File: config.mk
export PLATFORM = sky130hd
export DESIGN_NAME = parking_timer
export DESIGN_NICKNAME = d
export VERILOG_FILES = /design/src/rtl/parking_timer.sv
export SDC_FILE = /design/constraint.sdc
export NUM_CORES = 1
export LEC_CHECK = 0
export CORE_AREA = 2 2 66 114
export DETAILED_ROUTE_END_ITERATION = 6
export DIE_AREA = 0 0 68 116
export DONT_BUFFER_PORTS = 1
export GPL_ROUTABILITY_DRIVEN = 1
export PLACE_DENSITY = 0.79
export SKIP_CTS_REPAIR_TIMING = 1
export SYNTH_ARGS = -nofsm -noshare
export SYNTH_HDL_FRONTEND = slang
export SYNTH_SLANG_ARGS = --single-unit
File: constraint.sdc
create_clock -name clk -period 18.7 [get_ports clk]
set_input_delay 1.87 -clock clk [delete_from_list [all_inputs] [get_ports clk]]
set_output_delay 1.87 -clock clk [all_outputs]
set_load 0.02 [all_outputs]
File: src/rtl/parking_timer.sv
// Parking meter time base: four BCD digits of remaining seconds, coin/preset loading,
// 1 Hz countdown, and active-low seven-segment encoding with low-time/expired blinking.
module parking_timer #(
  parameter int CLK_HZ = 100_000_000
) (
  input  logic       clk,
  input  logic       rst,
  input  logic       add_60,
  input  logic       add_120,
  input  logic       add_180,
  input  logic       add_300,
  input  logic       set_10,
  input  logic       set_205,
  output logic [6:0] seg0,
  output logic [6:0] seg1,
  output logic [6:0] seg2,
  output logic [6:0] seg3,
  output logic       expired
);

  localparam int HALF = CLK_HZ / 2;
  localparam int PW   = (HALF > 1) ? $clog2(HALF) : 1;
  localparam logic [PW-1:0] PRELOAD = PW'(HALF - 1);
  localparam logic [27:0]   SEG_ZERO = {4{7'b1000000}};

  logic [15:0]   val_q, val_d;
  logic [PW-1:0] pcnt_q, pcnt_d;
  logic          half_q, half_d;
  logic          par_q, par_d;
  logic [27:0]   seg_q, seg_d;
  logic          expired_q, expired_d;

  logic        htick, stick;
  logic [15:0] add_bcd, dec_val, sum_val, upd_val;
  logic        sum_carry;
  logic        blank;

  function automatic logic [15:0] bcd_dec(input logic [15:0] v);
    logic [15:0] r;
    logic        borrow;
    r      = v;
    borrow = 1'b1;
    for (int i = 0; i < 4; i++) begin
      if (borrow) begin
        if (r[4*i +: 4] == 4'd0) begin
          r[4*i +: 4] = 4'd9;
        end else begin
          r[4*i +: 4] = r[4*i +: 4] - 4'd1;
          borrow      = 1'b0;
        end
      end
    end
    return r;
  endfunction

  function automatic logic [16:0] bcd_add(input logic [15:0] a, input logic [15:0] b);
    logic [15:0] r;
    logic [4:0]  s;
    logic        c;
    r = '0;
    c = 1'b0;
    for (int i = 0; i < 4; i++) begin
      s = {1'b0, a[4*i +: 4]} + {1'b0, b[4*i +: 4]} + {4'b0, c};
      if (s > 5'd9) begin
        r[4*i +: 4] = 4'(s - 5'd10);
        c           = 1'b1;
      end else begin
        r[4*i +: 4] = s[3:0];
        c           = 1'b0;
      end
    end
    return {c, r};
  endfunction

  function automatic logic [6:0] enc7(input logic [3:0] d);
    logic [6:0] p;
    case (d)
      4'd0:    p = 7'b1000000;
      4'd1:    p = 7'b1111001;
      4'd2:    p = 7'b0100100;
      4'd3:    p = 7'b0110000;
      4'd4:    p = 7'b0011001;
      4'd5:    p = 7'b0010010;
      4'd6:    p = 7'b0000010;
      4'd7:    p = 7'b1111000;
      4'd8:    p = 7'b0000000;
      4'd9:    p = 7'b0010000;
      default: p = 7'b1111111;
    endcase
    return p;
  endfunction

  // Prescaler runs as a down-counter; reaching zero marks a half-second boundary.
  always_comb begin
    htick = (pcnt_q == '0);
    stick = htick & half_q;

    if (add_300)      add_bcd = 16'h0300;
    else if (add_180) add_bcd = 16'h0180;
    else if (add_120) add_bcd = 16'h0120;
    else if (add_60)  add_bcd = 16'h0060;
    else              add_bcd = 16'h0000;

    dec_val = (stick && (val_q != 16'h0000)) ? bcd_dec(val_q) : val_q;
    {sum_carry, sum_val} = bcd_add(dec_val, add_bcd);
    upd_val = sum_carry ? 16'h9999 : sum_val;

    val_d  = upd_val;
    pcnt_d = htick ? PRELOAD : pcnt_q - PW'(1);
    half_d = half_q ^ htick;
    par_d  = par_q ^ stick;

    if (set_205) begin
      val_d  = 16'h0205;
      pcnt_d = PRELOAD;
      half_d = 1'b0;
      par_d  = 1'b0;
    end else if (set_10) begin
      val_d  = 16'h0010;
      pcnt_d = PRELOAD;
      half_d = 1'b0;
      par_d  = 1'b0;
    end
  end

  // Packed BCD preserves numeric order, so a plain compare finds the low-time band.
  always_comb begin
    if (val_q == 16'h0000)      blank = half_q;
    else if (val_q < 16'h0180)  blank = par_q;
    else                        blank = 1'b0;

    seg_d = blank ? {28{1'b1}}
                  : {enc7(val_q[15:12]), enc7(val_q[11:8]), enc7(val_q[7:4]), enc7(val_q[3:0])};
    expired_d = (val_q == 16'h0000);
  end

  always_ff @(posedge clk) begin
    if (rst) begin
      val_q     <= 16'h0000;
      pcnt_q    <= PRELOAD;
      half_q    <= 1'b0;
      par_q     <= 1'b0;
      seg_q     <= SEG_ZERO;
      expired_q <= 1'b1;
    end else begin
      val_q     <= val_d;
      pcnt_q    <= pcnt_d;
      half_q    <= half_d;
      par_q     <= par_d;
      seg_q     <= seg_d;
      expired_q <= expired_d;
    end
  end

  assign seg0    = seg_q[6:0];
  assign seg1    = seg_q[13:7];
  assign seg2    = seg_q[20:14];
  assign seg3    = seg_q[27:21];
  assign expired = expired_q;

endmodule
==> impl_metrics.toml, run 1 <==
[sta]
finalMaxSlewViolations = 0
tightestPinTransition_ps = 1156
fin_worst_skew_ps = 5.829
finalHoldViolCount = 0
fin_crit_sh_pct = 51.04
rsz0062_at_grt = "false"
finalSetupViolations = 0
finalSetupTns_ps = 0
slew_headroom_pct = 22.66
final.min_clock_period_ps = 9544
max_freq_ghz = 0.1048

[cts]
clock_latency_ps = 340
htreeDepth = 3
cts_buffers = 9
cts_tree = "done"
clockBufferDepth = 2
clock-sinks = 73
cts-root-buf = "clkbuf_16"
path_clk_slew_ps = 60

[worst_setup_path]
crit_fanout = 10
cpMostUsedCell = "ha_1"
r2r-end = "val_q[1]"
arrival_ps = 9810
crit_required_ps = 18970
r2r_start = "pcnt_q[9]"
end_kind = "flop"
worstRegToRegCells = 37
rrSetupSlack_ps = 9160
cpPeakStageDelay_ps = 590
cp-start-kind = "flop"
worst-setup-path-type = "flop to flop"
cp_slowest_cell = "or4_1"

[routing]
routed_via_density = 6.029
wl_per_cell_um = 15.73
drt.antenna.violating_nets = 0
drc_errors = 0
first_iter_violations = 277
dr.pass1.iters = 4
dr_total_vias = 3720
routed_wl_mm = 9.705

[floorplan]
die_height_um = 116
core-area_um2 = 6907
fp.dieW_um = 68
pin_count = 37
rows = 40
start_util_pct = 63.44
die_area_um2 = 7888

[layout]
num-nets-final = 575
antenna_cells = 0
final_cell_mix = "dfxtp_1 (73), nand2_1 (68), nor2_1 (57)"
layout-drive-gt1-share_pct = 7.129
final_cells = 617
fill_cells = 570
area_growth_pct = 7.710
layout_commonest_cell = "dfxtp_1"

[hold_path]
min-delay-start = "pcnt_q[0]"
hp-class = "flop to flop"
whs_path_depth = 1
min_to = "pcnt_q[0]"

[global_routing]
grt_pass1_vias = 3602
grt_pass1_wl_mm = 16.28
grtUsageTotal_pct = 27.12
grt_overflow = 0
grt_max_degree = 34
antenna_found_initial = 0

[logic_synthesis]
yosys_warnings = 0
synth_edf_count = 0
synth-seq-cells = 73
synthArstFlopShare_pct = 0
synth_cell_types = 61
syn_area_per_cell_um2 = 8.144
ys_dominant_reg_cell = "dfxtp_1"
netlist_area_um2 = 4382
syn_nets = 585
synth_cells = 538
seq_area_frac_synth_pct = 33.35

[pwr]
p_clk_share_pct = 48.4
cellLeakagePower_nw = 1.871
p_comb_share_pct = 8.8
power_density_nw_per_um2 = 82.10
pwr-share-seq_pct = 42.7
power_switching_uw = 96.90
power.internal_uw = 290.6
vdd_drop_max_uv = 66.15
power.total_uw = 387.5
p_sw_share_pct = 25.01

[run_status]
status = "finished clean"

[placed_design]
portBuffers = 0
place.gp.congestion = 0.9606
dp.cells = 601
dpl.hpwl_mm = 7.228

[job]
drv_cap = 0
==> flip-flops by register name (all words and copies together), names as in the netlist <==
name     flops
expired      1
half_q       1
par_q        1
pcnt_q      26
seg_q       28
val_q       16
==> worst max-delay path: cells and delay by family (launching register included) <==
| family | cells | cell delay (ps) |
|---|---|---|
| adder cells (fa/ha/maj) | 11 | 3420 |
| AO/OA/AOI/OAI | 11 | 2630 |
| AND/OR/NAND/NOR | 9 | 1970 |
| XOR/XNOR | 3 | 730 |
| flip-flops | 1 | 350 |
| buffers and inverters | 3 | 340 |
==> per-stage QoR <==
stage | hold slack, ps | utilization (%) | worst slack (ps) | instance area [um^2]
3_3_place_gp | 401.0 | 63.61 | 9550 | 4393
3_5_place_dp | 407.0 | 63.61 | 9266 | 4393
2_1_floorplan | 384.6 | - | 10070 | 4382
5_1_grt | 445.7 | 68.33 | 8287 | 4720
6_report | 418.9 | 68.33 | 9156 | 4720
4_1_cts | 420.0 | 68.33 | 9206 | 4720
==> Yosys cell counts (all sizes together), types with 2 or more instances <==
library cell,instances,area (um^2)
nand2b,6,37.54
nor2,57,214.0
o211ai,2,15.01
or4,5,37.54
mux2i,2,20.02
and3,4,25.02
or2b,3,22.52
a21o,8,60.06
o21a,3,22.52
nand2,69,266.5
o21ai,26,130.1
ha,36,450.4
nand3,5,25.02
o31ai,3,22.52
and2,5,31.28
clkbuf,18,67.56
xnor2,26,227.7
nor4,9,71.32
a221oi,4,35.03
a311oi,2,17.52
nor3b,3,22.52
or2,6,37.54
nor2b,4,25.02
nor3,25,130.1
a31oi,5,31.28
or3b,4,35.04
or3,4,25.02
a31o,2,17.52
a211oi,5,47.54
a21oi,48,244.0
a22oi,2,28.78
nand3b,3,22.52
nand4,3,18.77
fa,3,60.06
buf,3,26.27
a211o,2,17.52
inv,28,105.1
xor2,8,70.07
dfxtp,73,1461
o21ba,2,20.02
==> cells by family after synthesis <==
group | count (synthesis) | synth area share [%]
and+or+nand+nor | 216 | 24.16
AOI/OAI and AO/OA | 124 | 18.79
DFF | 73 | 33.35
buffers and inverters | 49 | 4.540
adders and majority gates | 39 | 11.65
xor gates and xnor gates | 34 | 6.796
muxes | 3 | 0.7139
==> how the worst max path moves through the flow <==
stage,cells after the start,endpoint,start
after global routing,37,val_q[1],pcnt_q[10]
final,37,val_q[1],pcnt_q[9]
after detailed placement,37,val_q[1],pcnt_q[10]
after CTS,37,val_q[1],pcnt_q[10]
after floorplan,39,val_q[1],pcnt_q[10]
after global placement,37,val_q[1],pcnt_q[10]
==> area by class of cell <==
cell class                      instances  area, um^2  share of cell area [%]
Clock buffer                            9       225.2                   4.772
Inverter                               28       105.1                   2.227
Tap cell                               84       105.1                   2.227
Sequential cell                        73        1461                   30.96
Clock inverter                          7       101.3                   2.147
Multi-Input combinational cell        416        2721                   57.66
==> metal layers <==
metal	part of all wire, %	track usage (%)	vias up
met5	0	0	-
met4	3.9	14.53	0
met3	3.6	5.631	26
met2	54	47.90	80
met1	38	29.18	1760
li1	-	-	1854
==> power by group through the flow <==
stage	clock, mW	sequential (mW)	combinational [mW]
after floorplan	0	0.167	0.0283
after global placement	0	0.169	0.0323
after detailed placement	0	0.169	0.0333
after CTS	0.190	0.166	0.0338
after global routing	0.195	0.166	0.0383
final	0.188	0.166	0.0342
(Power assumes the default switching activity.)
==> run 2, diff against run 1 <==
--- a/config.mk
+++ b/config.mk
@@ -5,12 +5,12 @@
 export SDC_FILE = /design/constraint.sdc
 export NUM_CORES = 1
 export LEC_CHECK = 0
-export CORE_AREA = 2 2 66 114
+export CORE_AREA = 2 2 66 115
 export DETAILED_ROUTE_END_ITERATION = 6
-export DIE_AREA = 0 0 68 116
+export DIE_AREA = 0 0 68 117
 export DONT_BUFFER_PORTS = 1
 export GPL_ROUTABILITY_DRIVEN = 1
-export PLACE_DENSITY = 0.79
+export PLACE_DENSITY = 0.78
 export SKIP_CTS_REPAIR_TIMING = 1
 export SYNTH_ARGS = -nofsm -noshare
 export SYNTH_HDL_FRONTEND = slang
==> constraint.sdc (replaced) <==
create_clock -name clk -period 8.9 [get_ports clk]
set_input_delay 0.89 -clock clk [delete_from_list [all_inputs] [get_ports clk]]
set_output_delay 0.89 -clock clk [all_outputs]
set_load 0.02 [all_outputs]
==> impl_metrics.toml, run 2 (synthesis gave the netlist of run 1 again) <==
[layout]
design_area_um2 = 4906
layout_commonest_cell = "dfxtp_1"
num-nets-final = 587
largest_reg_flops = 28
layout-drive-gt1-share_pct = 11.38
fill_cells = 566
final_cell_mix = "dfxtp_1 (73), nand2_1 (68), nor2_1 (57)"
top_register = "seg_q"
top_regs = "seg_q x28, pcnt_q x26, val_q x16"
multi_input_area_um2 = 2821
final_cells = 631
antenna_cells = 0
seq_area_um2 = 1461
area_growth_pct = 11.96

[worst_setup_path]
cp_slowest_cell = "fa_1"
cp-start-kind = "flop"
cpPeakStageDelay_ps = 490
crit_required_ps = 9170
end_kind = "flop"
worst-setup-path-type = "flop to flop"
crit_fanout = 8
cpMostUsedCell = "ha_1"
arrival_ps = 8700

[pwr]
vdd_drop_max_uv = 130.7
power_density_nw_per_um2 = 166.6
cellLeakagePower_nw = 1.951

[sta]
tightestPinTransition_ps = 1163
fin_crit_sh_pct = 94.75
finalMaxSlewViolations = 0
max_freq_ghz = 0.1186
fin_worst_skew_ps = 4.027
final.min_clock_period_ps = 8433
worst_slack_ps = 467.4
finalSetupViolations = 0
slew_headroom_pct = 22.21
finalHoldViolCount = 0

[floorplan]
pin_count = 37
die_height_um = 117
core-area_um2 = 7079
rows = 41
start_util_pct = 61.89
fp.dieW_um = 68
die_area_um2 = 7956

[cts]
cts_buffers = 9
clock_latency_ps = 350
clock-sinks = 73
cts_tree = "done"
htreeDepth = 3
path_clk_slew_ps = 60
clockBufferDepth = 2
cts-root-buf = "clkbuf_16"

[global_routing]
antenna_found_initial = 0
grt_overflow = 0
grtUsageTotal_pct = 27.30
grt_pass1_wl_mm = 16.28
grt_pass1_vias = 3637
grt_max_degree = 34

[routing]
dr_total_vias = 3812
first_iter_violations = 259
dr.pass1.iters = 5
drc_errors = 0
routed_wl_mm = 10.16
wl_per_cell_um = 16.11
drt.antenna.violating_nets = 0
routed_via_density = 6.041

[placed_design]
dpl_cell_area_um2 = 4456
portBuffers = 0
place.gp.congestion = 0.9635
preCtsSetupSlack_ps = -255.2
dpl.hpwl_mm = 7.441
dp.cells = 611

[job]
drv_cap = 0

[hold_path]
hp-class = "flop to flop"

[run_status]
status = "finished clean"
run 2: changes by cell type in the layout (fill, tap and decap cells not counted), moves of 2 or more:
cell | previous run | this run
xnor2_2 | 0 | 2
ha_1 | 36 | 34
buf_4 | 0 | 11
o21ai_0 | 25 | 22
o21ai_1 | 1 | 4
xnor2_1 | 26 | 24
clkinv_4 | 1 | 3
run 2: final timing paths:
| kind | end | start | slack (ps) | cells after the start |
|---|---|---|---|---|
| worst max-delay path | val_q[1] | pcnt_q[21] | 470 | 38 |
| worst min-delay path | pcnt_q[0] | pcnt_q[0] | 420 | 1 |
| worst max register to register | val_q[1] | pcnt_q[21] | 470 | 38 |
| worst min register to register | pcnt_q[0] | pcnt_q[0] | 420 | 1 |
run 2: metal layers:
layer / up-vias / wire length, um / GRT usage [%]
met5: - / 0 / 0
met4: 0 / 641 / 22.67
met3: 40 / 417 / 6.501
met2: 104 / 5336 / 45.89
met1: 1780 / 3768 / 27.55
li1: 1888 / - / -
run 2: stage by stage:
| step | total power [mW] | TNS, ps | util (%) | hold WS [ps] |
|---|---|---|---|---|
| after floorplan | 0.4107 | 0 | - | 384.6 |
| after global placement | 0.4235 | 0 | 62.94 | 403.3 |
| after detailed placement | 0.4254 | -2243 | 62.94 | 406.6 |
| after CTS | 0.8199 | -3286 | 67.57 | 420.3 |
| after global routing | 0.8433 | -6.431 | 69.30 | 444.3 |
| final | 0.8172 | 0 | 69.30 | 420.9 |
run 2: power by group:
group	internal (mW)	switching, mW
sequential	0.334	0.0132
combinational	0.0310	0.0449
clock	0.247	0.146
total	0.613	0.204
run 2: worst max-delay path: cells and delay by family, from the launching register on:
family | cells | cell delay, ps
and+or+nand+nor | 10 | 1670
AOI/OAI and AO/OA | 11 | 2200
buffers and inverters | 3 | 320
DFF | 1 | 340
adders and majority gates | 11 | 3200
xor gates and xnor gates | 3 | 630
run 2: cell type report:
| cell class | count | area share (%) |
|---|---|---|
| flip-flops and latches | 73 | 29.79 |
| clock buffers | 9 | 4.591 |
| multi-input cells | 417 | 57.51 |
| repair buffers | 11 | 1.683 |
| well taps | 86 | 2.193 |
| clock inverters | 7 | 2.091 |
| inverters | 28 | 2.142 |
